File: config.mk
export PLATFORM = sky130hd
export DESIGN_NAME = addr_seq_ctrl
export DESIGN_NICKNAME = d
export VERILOG_FILES = /design/src/rtl/addr_seq_ctrl.sv
export SDC_FILE = /design/constraint.sdc
export NUM_CORES = 1
export LEC_CHECK = 0
export BUFFER_PORTS_ARGS = -buffer_cell sky130_fd_sc_hd__clkbuf_2
export CAP_MARGIN = 20
export CORE_AREA = 3 3 67 53
export DETAILED_ROUTE_END_ITERATION = 16
export DIE_AREA = 0 0 70 56
export GPL_ROUTABILITY_DRIVEN = 0
export PLACE_DENSITY = 0.83
export SYNTH_ARGS = -nofsm -noshare
export SYNTH_HDL_FRONTEND = slang
export SYNTH_SLANG_ARGS = --single-unit
File: constraint.sdc
create_clock -name clk -period 2.5 [get_ports clk]
set_clock_uncertainty 0.2 [all_clocks]
set_input_delay 0.125 -clock clk [delete_from_list [all_inputs] [get_ports clk]]
set_output_delay 0.125 -clock clk [all_outputs]
set_load 0.1 [all_outputs]
File: src/rtl/addr_seq_ctrl.sv
// addr_seq_ctrl: tile-level sequencer in front of the skewed SRAM read-address selector.
// Issues serial steps 0..tile_len-1 on addr_serial_num (IDLE_NUM when not issuing). It also
// delays data-valid/first/last markers by 1+SRAM_LAT cycles so they line up with SRAM read
// data at the array input.
//
// Ports:
//   clk, rst_n          clock, asynchronous active-low reset
//   start, tile_len     one-cycle run request (taken only when idle) and step count
//   stall               array backpressure, holds issue while running
//   busy, done          handshake to the tile controller
//   addr_serial_num     serial step to the address selector
//   issue_valid         addr_serial_num carries a new step this cycle
//   data_valid/first/last  markers aligned with SRAM read data
module addr_seq_ctrl #(
  parameter int unsigned SERIAL_W = 7,
  parameter int unsigned IDLE_NUM = 127,
  parameter int unsigned SRAM_LAT = 1
) (
  input  logic                clk,
  input  logic                rst_n,
  input  logic                start,
  input  logic [SERIAL_W-1:0] tile_len,
  input  logic                stall,
  output logic                busy,
  output logic                done,
  output logic [SERIAL_W-1:0] addr_serial_num,
  output logic                issue_valid,
  output logic                data_valid,
  output logic                data_first,
  output logic                data_last
);

  // Issue-to-data delay: selector output register plus SRAM read latency.
  localparam int unsigned Stages = 1 + SRAM_LAT;

  localparam logic [SERIAL_W-1:0] IdleNum   = SERIAL_W'(IDLE_NUM);
  localparam logic [SERIAL_W-1:0] OneStep   = SERIAL_W'(1);
  localparam logic [2:0]          DrainInit = 3'(SRAM_LAT);

  typedef enum logic [1:0] {StIdle, StRun, StDrain, StDone} state_e;

  state_e              state_q;
  logic [SERIAL_W-1:0] len_q;
  logic [SERIAL_W-1:0] addr_q;
  logic                issue_valid_q;
  logic                busy_q;
  logic                done_q;
  logic [2:0]          drain_q;

  logic [Stages-1:0]   pipe_v_q;
  logic [Stages-1:0]   pipe_f_q;
  logic [Stages-1:0]   pipe_l_q;

  logic                first_in;
  logic                last_in;

  // While running, addr_q is the step counter itself.
  always_ff @(posedge clk or negedge rst_n) begin
    if (!rst_n) begin
      state_q       <= StIdle;
      len_q         <= '0;
      addr_q        <= IdleNum;
      issue_valid_q <= 1'b0;
      busy_q        <= 1'b0;
      done_q        <= 1'b0;
      drain_q       <= '0;
    end else begin
      issue_valid_q <= 1'b0;
      done_q        <= 1'b0;
      unique case (state_q)
        StIdle: begin
          if (start) begin
            busy_q <= 1'b1;
            len_q  <= tile_len;
            if (tile_len != '0) begin
              // Step 0 goes out regardless of stall.
              addr_q        <= '0;
              issue_valid_q <= 1'b1;
              state_q       <= StRun;
            end else begin
              done_q  <= 1'b1;
              state_q <= StDone;
            end
          end
        end
        StRun: begin
          // On stall the address is held; the repeated read is not marked valid.
          if (!stall) begin
            if (addr_q == len_q - OneStep) begin
              addr_q  <= IdleNum;
              drain_q <= DrainInit;
              state_q <= StDrain;
            end else begin
              addr_q        <= addr_q + OneStep;
              issue_valid_q <= 1'b1;
            end
          end
        end
        StDrain: begin
          // Counts SRAM_LAT..0, i.e. 1+SRAM_LAT cycles, so the last beat leaves before done.
          if (drain_q == '0) begin
            done_q  <= 1'b1;
            state_q <= StDone;
          end else begin
            drain_q <= drain_q - 3'd1;
          end
        end
        StDone: begin
          busy_q  <= 1'b0;
          state_q <= StIdle;
        end
        default: state_q <= StIdle;
      endcase
    end
  end

  assign first_in = issue_valid_q && (addr_q == '0);
  assign last_in  = issue_valid_q && (addr_q == len_q - OneStep);

  // Marker delay line; stage 0 takes the registered issue outputs.
  always_ff @(posedge clk or negedge rst_n) begin
    if (!rst_n) begin
      pipe_v_q <= '0;
      pipe_f_q <= '0;
      pipe_l_q <= '0;
    end else begin
      pipe_v_q <= {pipe_v_q[Stages-2:0], issue_valid_q};
      pipe_f_q <= {pipe_f_q[Stages-2:0], first_in};
      pipe_l_q <= {pipe_l_q[Stages-2:0], last_in};
    end
  end

  assign busy            = busy_q;
  assign done            = done_q;
  assign addr_serial_num = addr_q;
  assign issue_valid     = issue_valid_q;
  assign data_valid      = pipe_v_q[Stages-1];
  assign data_first      = pipe_f_q[Stages-1];
  assign data_last       = pipe_l_q[Stages-1];

endmodule

---- Yosys cells after proc, flatten, opt, wreduce, memory -nomap -nowiden ----
Cells that the tools add are included.
word-level totals
  bits in registers ....................... 28
  bits in latches ......................... 0
  RAM bits ................................ 0
  bits in read-only memories .............. 0
  bits of input ports ..................... 11
  word-level logic and storage cells ...... 63
  memories kept ........................... 0
cells by class
  add/sub/neg operators ................... 3
  multiply operators ...................... 0
  divide/modulo/power cells ............... 0
  $lt $le $gt $ge ......................... 0
  equal/unequal tests ..................... 10
  shifts and indexed selects .............. 0
  multiplexer cells ....................... 26
  bitwise gates (word level) .............. 0
  reductions and logical operators ........ 14
operator list
  kind                   number
  $mux W7                4
  $pmux W7 S2            1
  $ne A2 B2 Y1 const B   6
  $reduce_and A4 Y1      3
  $mux W2                5
  $mux W3                3
  $mux W1                8
  $pmux W2 S4            1
  $add A7 B1 Y7 const B  1
  $eq A7 B7 Y1           1
  $logic_not A7 Y1       1
  $reduce_bool A7 Y1     1
  $sub A7 B1 Y7 const B  1
  $pmux W1 S2            3
  $pmux W3 S2            1
  $reduce_bool A2 Y1     3
  $eq A2 B2 Y1 const B   2
  $reduce_and A2 Y1      2
  $logic_not A3 Y1       1
  $sub A3 B1 Y3 const B  1
  $eq A2 B1 Y1 const B   1
  $logic_and A1 B1 Y1    2
  $logic_not A2 Y1       1

---- Longest topological paths before layout ----
Gate-level depths: netlist (run 1).
  depth in word-level cells ............... 5
  mapped depth ............................ 8
  mapped depth without buffers ............ 7

---- Worst setup path before layout (run 1) ----
Ideal clock, no wire load.
  kind .................................... register to register
  start point ............................. register addr_q[5] (netlist: addr_serial_num[5])
  end point ............................... register drain_q[0]
  library setup time ...................... 0.125 ns
  data arrival time ....................... 2.116 ns
  required time ........................... 2.175 ns
  path slack .............................. 0.058 ns
  stages on the path, launching flop included .. 6
  path buffers ............................ 0
  period minus slack after synthesis ...... 2.442 ns
  cell sequence ........................... dfstp_2 xor2_1 or4_4 and4_4 a21oi_4 mux2_4
between the ends
  cells in the longest elaborated chain, start to end .. 3
ends and longest elaborated chain
  item                                line  text
  start: declaration                  44    logic [SERIAL_W-1:0] addr_q;
  start signal: assignment            62    addr_q <= IdleNum;
  start signal: assignment            90    addr_q <= IdleNum;
  start signal: assignment            94    addr_q <= addr_q + OneStep;
  $eq A7 B7 Y1                        89    if (addr_q == len_q - OneStep) begin
  $ne A2 B2 Y1 (no source line)       -
  $reduce_and A4 Y1 (no source line)  -
  end signal: assignment              91    drain_q <= DrainInit;
  end signal: assignment              105   drain_q <= drain_q - 3'd1;
  end: declaration                    48    logic [2:0] drain_q;
No other way between the ends.
A chain may end at the register's enable or synchronous reset.

---- Worst setup path after layout (run 1) ----
  start point ............................. register len_q[2]
  end point ............................... register drain_q[0]
between the ends
  cells in the longest elaborated chain, start to end .. 4
ends and longest elaborated chain
  item                                line  text
  start: declaration                  43    logic [SERIAL_W-1:0] len_q;
  start signal: assignment            74    len_q <= tile_len;
  $sub A7 B1 Y7                       89
  $eq A7 B7 Y1                        89
  $ne A2 B2 Y1 (no source line)       -
  $reduce_and A4 Y1 (no source line)  -
No other way between the ends.

==> results of run 1 <==
metrics by stage:
| stage | utilization | cell area [um^2] |
|---|---|---|
| 5_1_grt | 0.672 | 1970 |
| 4_1_cts | 0.668 | 1960 |
| 6_report | 0.672 | 1970 |
| 2_1_floorplan | - | 1650 |
| 3_3_place_gp | 0.616 | 1810 |
| 3_5_place_dp | 0.616 | 1810 |
path summary, 6_finish.rpt:
kind	end	startpoint	slack [ns]	cells past startpoint
setup / recovery	drain_q[0]	len_q[2]	0.04	5
setup reg to reg	drain_q[0]	len_q[2]	0.04	5
hold reg to reg	pipe_l_q[1]	pipe_l_q[0]	0.16	0
hold / removal	pipe_l_q[1]	pipe_l_q[0]	0.16	0
min in group asynchronous	len_q[0]	rst_n	0.20	2
max in group asynchronous	len_q[2]	rst_n	1.42	2
cells in the final DEF, fill, tap and decap left out, drive strengths merged, types with 2 or more instances in the layout:
master and instances:
and3 4, nand4 2, xor2 4, dfrtp 21
nand3b 2, a21oi 11, o21ai 11, nor4 3
xnor2 4, dfstp 7, clkbuf 27, mux2 8
nor2b 2, nand2b 3, nor2 4, nor3 3
a22oi 2, o22ai 4, mux2i 2, a31oi 3
inv 19, ha 9, buf 2, or3 4
nand2 8, dlygate4sd3 10, nand3 10
flip-flops by register name, indices dropped and copies added, names as in the netlist:
signal	count
state_q	2
addr_serial_num	7
issue_valid	1
pipe_v_q	2
pipe_f_q	2
len_q	7
pipe_l_q	2
busy	1
done	1
drain_q	3
area by class of cell:
type | instances | area share
tap | 38 | 0.0241
sequential | 28 | 0.360
multi-input combinational | 114 | 0.435
timing repair buffer | 35 | 0.117
clock buffer | 4 | 0.0279
inverter | 19 | 0.0362
per-layer routing:
layer	wire, um	share of wire
met1	1640	0.42
met2	1760	0.46
met3	371	0.096
met4	82	0.021
met5	0	0
logic make-up (layout without fill, tap and decap cells):
family / Yosys count / after routing / share of synthesized area
AOI/OAI and AO/OA: 38 / 38 / 0.148
xor gates and xnor gates: 9 / 9 / 0.0562
adders and majority gates: 9 / 9 / 0.0683
buffers and inverters: 22 / 58 / 0.0547
DFF: 28 / 28 / 0.431
muxes: 10 / 10 / 0.0691
and+or+nand+nor: 48 / 48 / 0.173
critical path: stages (launching register included):
cell,delay [ns]
dfrtp_2,0.46
or3_4,0.43
or4_4,0.49
and4_4,0.27
a21oi_4,0.19
mux2_4,0.32
timing repair:
action                                 CTS  global route
endpoints found under the hold margin   29             0
setup endpoints to repair                0             1
hold buffers                            10             0
resized for setup                        0             2
==> flow_metrics.py, run 1 <==
metrics = {
    "status": {
        "status": "completed",
    },
    "job": {
        "cap_violations": 0,
    },
    "min_path": {
        "hp-class": "flip-flop to flip-flop",
    },
    "timing": {
        "fin_setup_tns_ns": 0,
        "slew_violations": 0,
        "setup_viol": 0,
        "max_freq_mhz": 406,
        "holdWs_ns": 0.157,
        "timing.final.crit_share": 0.986,
        "worst_slack_ns": 0.0359,
        "rsz0062_at_grt": "false",
        "max_slew_margin": 0.554,
        "period_needed_ns": 2.46,
        "hold_viol": 0,
        "tightestPinTransition_ns": 0.669,
    },
    "finish": {
        "drive_gt1_frac": 0.265,
        "n_antenna_cell": 0,
        "areaGrowthSynthToFinish_pct": 19.7,
        "seqCellArea_um2": 711,
        "fillers": 229,
        "nNetsFinal": 221,
        "multi_input_area_um2": 857,
        "fin_cells": 238,
    },
    "clock_tree": {
        "htreeDepth": 1,
        "cts_setup_buffers": 0,
        "cts_tree": "built",
        "root_buffer": "clkbuf_8",
        "clkSlewWorstSetupHoldPaths_ns": 0.10,
        "cts_sinks": 28,
        "cts_buffer_depth": 2,
        "clk_latency_ns": 0.28,
        "cts_made_buffers": 3,
    },
    "route": {
        "vias_per_cell": 6.10,
        "drt_iter0_markers": 100,
        "final_antenna_net_count": 0,
        "dr_total_vias": 1451,
        "routed_wl_mm": 3.85,
        "wl_per_cell_um": 16.2,
        "drt_pre_antenna_iters": 5,
        "drc": 0,
    },
    "grt": {
        "grt_pass1_vias": 1331,
        "overflow": 0,
        "track_usage": 0.199,
        "met1_usage": 0.275,
        "grtUsageMet3": 0.0451,
        "grt_max_degree": 29,
        "grt_busiest_layer": "met2",
        "antenna_found_initial": 0,
        "grt_use_met2": 0.312,
        "grt_pass1_wl_mm": 6.37,
    },
    "critical_path": {
        "worst-endpoint-required_ns": 2.47,
        "path_class": "flip-flop to flip-flop",
        "cp-start-kind": "flip-flop",
        "end_kind": "flip-flop",
        "cp_max_fo": 11,
        "arrival_ns": 2.44,
    },
    "die": {
        "rows": 17,
        "die_w_um": 70,
        "coreArea_um2": 2940,
        "pin_count": 24,
        "die_height_um": 56,
        "start_util": 0.561,
        "die_area_um2": 3920,
    },
    "synthesis": {
        "synth_cell_types": 45,
        "yosysMostFrequentCell": "dfrtp_1",
        "netlist.area_leader.share": 0.319,
        "avgSynthCellArea_um2": 10.0,
        "synth_fp_nets": 184,
        "yosys_warnings": 0,
        "synth_flop_cell": "dfrtp_1",
        "synth_top_cell_by_area": "dfrtp_1",
        "ys_seq_elements": 28,
        "yosys-top-cells-count": "21 x dfrtp_1, 19 x inv_1, 10 x a21oi_1, 10 x nand3_1, 9 x ha_1",
        "syn_area_um2": 1650,
        "synthTopCellsByArea": "dfrtp_1 32%, dfstp_2 11%, ha_1 6.8%",
        "postSynthCellCount": 164,
        "async_flop_share": 1.00,
        "ys_seq_area_frac": 0.431,
        "synth-edff-count": 0,
    },
    "placement": {
        "hpwl_mm": 2.72,
        "io_buffers": 23,
        "pre_cts_ws_ns": 0.0715,
        "dp.cells": 224,
    },
}
Power of run 1 is left out: the tool's default activity adds up to more than one toggle a clock period on the data nets, which glitch-free logic cannot reach.
==> run 2: changes to the inputs <==
--- a/config.mk
+++ b/config.mk
@@ -11,7 +11,7 @@
 export DETAILED_ROUTE_END_ITERATION = 16
 export DIE_AREA = 0 0 70 56
 export GPL_ROUTABILITY_DRIVEN = 0
-export PLACE_DENSITY = 0.83
+export PLACE_DENSITY = 0.77
 export SYNTH_ARGS = -nofsm -noshare
 export SYNTH_HDL_FRONTEND = slang
 export SYNTH_SLANG_ARGS = --single-unit
==> run 2 against run 1 <==
Hold slack got worse by 0.0015 ns. Critical path depth unchanged. First-iteration DRC count unchanged.
==> flow_metrics.py, run 2 (synthesis results as in run 1) <==
metrics = {
    "status": {
        "status": "completed",
    },
    "placement": {
        "dp.cells": 224,
        "dpl-instance-area_um2": 1810,
        "hpwl_mm": 2.82,
        "io_buffers": 23,
        "pre_cts_ws_ns": 0.0805,
    },
    "die": {
        "start_util": 0.561,
        "pin_count": 24,
        "die_w_um": 70,
        "die_area_um2": 3920,
        "die_height_um": 56,
        "coreArea_um2": 2940,
        "rows": 17,
    },
    "route": {
        "routed_wl_mm": 3.92,
        "dr_total_vias": 1426,
        "final_antenna_net_count": 0,
        "drc": 0,
        "wl_per_cell_um": 16.5,
        "vias_per_cell": 5.99,
        "drt_iter0_markers": 100,
        "drt_pre_antenna_iters": 5,
    },
    "critical_path": {
        "worst-endpoint-required_ns": 2.47,
        "reg2reg_depth": 5,
        "path_class": "flip-flop to flip-flop",
        "cp_max_fo": 11,
        "end_kind": "flip-flop",
        "rr_endpoint": "drain_q[0]",
        "r2r-start": "len_q[2]",
        "arrival_ns": 2.41,
        "cp-start-kind": "flip-flop",
        "r2r_slack_ns": 0.06,
    },
    "min_path": {
        "worstHoldStart": "pipe_l_q[0]",
        "hp-class": "flip-flop to flip-flop",
        "holdPathEnd": "pipe_l_q[1]",
        "hold_path_depth": 0,
    },
    "clock_tree": {
        "cts_setup_buffers": 0,
        "htreeDepth": 1,
        "ctsResizeCount": 0,
        "clkSlewWorstSetupHoldPaths_ns": 0.09,
        "cts_tree": "built",
        "cts_sinks": 28,
        "cts_made_buffers": 3,
        "hold_buffers": 10,
        "root_buffer": "clkbuf_8",
        "clk_latency_ns": 0.27,
        "cts_buffer_depth": 2,
    },
    "timing": {
        "slew_violations": 0,
        "rsz0062_at_grt": "false",
        "worst_slack_ns": 0.0601,
        "timing.final.crit_share": 0.976,
        "max_freq_mhz": 410,
        "hold_viol": 0,
        "setup_viol": 0,
        "period_needed_ns": 2.44,
        "max_slew_margin": 0.551,
        "tightestPinTransition_ns": 0.673,
        "fin_setup_tns_ns": 0,
    },
    "job": {
        "cap_violations": 0,
    },
    "finish": {
        "fin_cells": 238,
        "areaGrowthSynthToFinish_pct": 18.5,
        "finalInstanceArea_um2": 1950,
        "final_cell_mix": "23 x clkbuf_2, 21 x dfrtp_1, 19 x inv_1",
        "final_common_cell": "clkbuf_2",
        "n_antenna_cell": 0,
        "fillers": 216,
        "nNetsFinal": 221,
        "drive_gt1_frac": 0.255,
    },
    "grt": {
        "track_usage": 0.207,
        "grt_max_degree": 29,
        "overflow": 0,
        "grt_pass1_wl_mm": 6.53,
        "antenna_found_initial": 0,
        "grt_pass1_vias": 1390,
    },
    "power_and_ir_drop": {
        "power.total_mw": 2.84,
        "p_per_area_nw_per_um2": 1450,
        "p_leak_nw": 0.884,
        "peakVddDrop_mv": 1.01,
    },
}
## run 2: cell counts in the layout (fill, tap and decap cells not counted)
No cell type changed its count.
## run 2: final cells by class
cell class	instances	area, um^2	area share
Multi-Input combinational cell	114	848	0.435
Timing Repair Buffer	35	230	0.118
Sequential cell	28	709	0.363
Tap cell	38	47.5	0.0244
Inverter	19	71.3	0.0365
Clock buffer	4	45.0	0.0231
## run 2: metrics by stage
stage | utilization | hold slack (ns)
after global placement | 0.616 | -0.0161
after CTS | 0.665 | 0.157
after floorplan | - | -0.371
after global routing | 0.665 | 0.168
after detailed placement | 0.616 | -0.00101
final | 0.665 | 0.155
## run 2: worst max-delay path: stages, from the launching register on
cell and delay (ns):
dfrtp_1 0.46, or3_4 0.43, or4_4 0.49, and4_4 0.27, a21oi_4 0.19, mux2_4 0.31
## run 2: layer usage
| layer | part of all wire | GRT usage |
|---|---|---|
| met5 | 0 | 0 |
| met4 | 0.017 | 0.0519 |
| met3 | 0.092 | 0.0650 |
| met2 | 0.48 | 0.343 |
| met1 | 0.41 | 0.262 |
## run 2: worst max-delay path by stage
stage                  startpoint          to  cells after the start
2_1_floorplan  addr_serial_num[5]  drain_q[0]                      5
3_3_place_gp             len_q[2]  drain_q[0]                      5
3_5_place_dp             len_q[2]  drain_q[0]                      5
4_1_cts                  len_q[2]  drain_q[0]                      5
5_1_grt                  len_q[2]  drain_q[0]                      5
6_report                 len_q[2]  drain_q[0]                      5
## run 2: report_power, final
group / leakage [nW] / switching (mW) / total [mW] / internal [mW]
sequential: 0.336 / 0.176 / 0.818 / 0.642
combinational: 0.525 / 1.19 / 1.78 / 0.587
clock: 0.0228 / 0.133 / 0.247 / 0.114
Power figures use the tool's default switching activity.
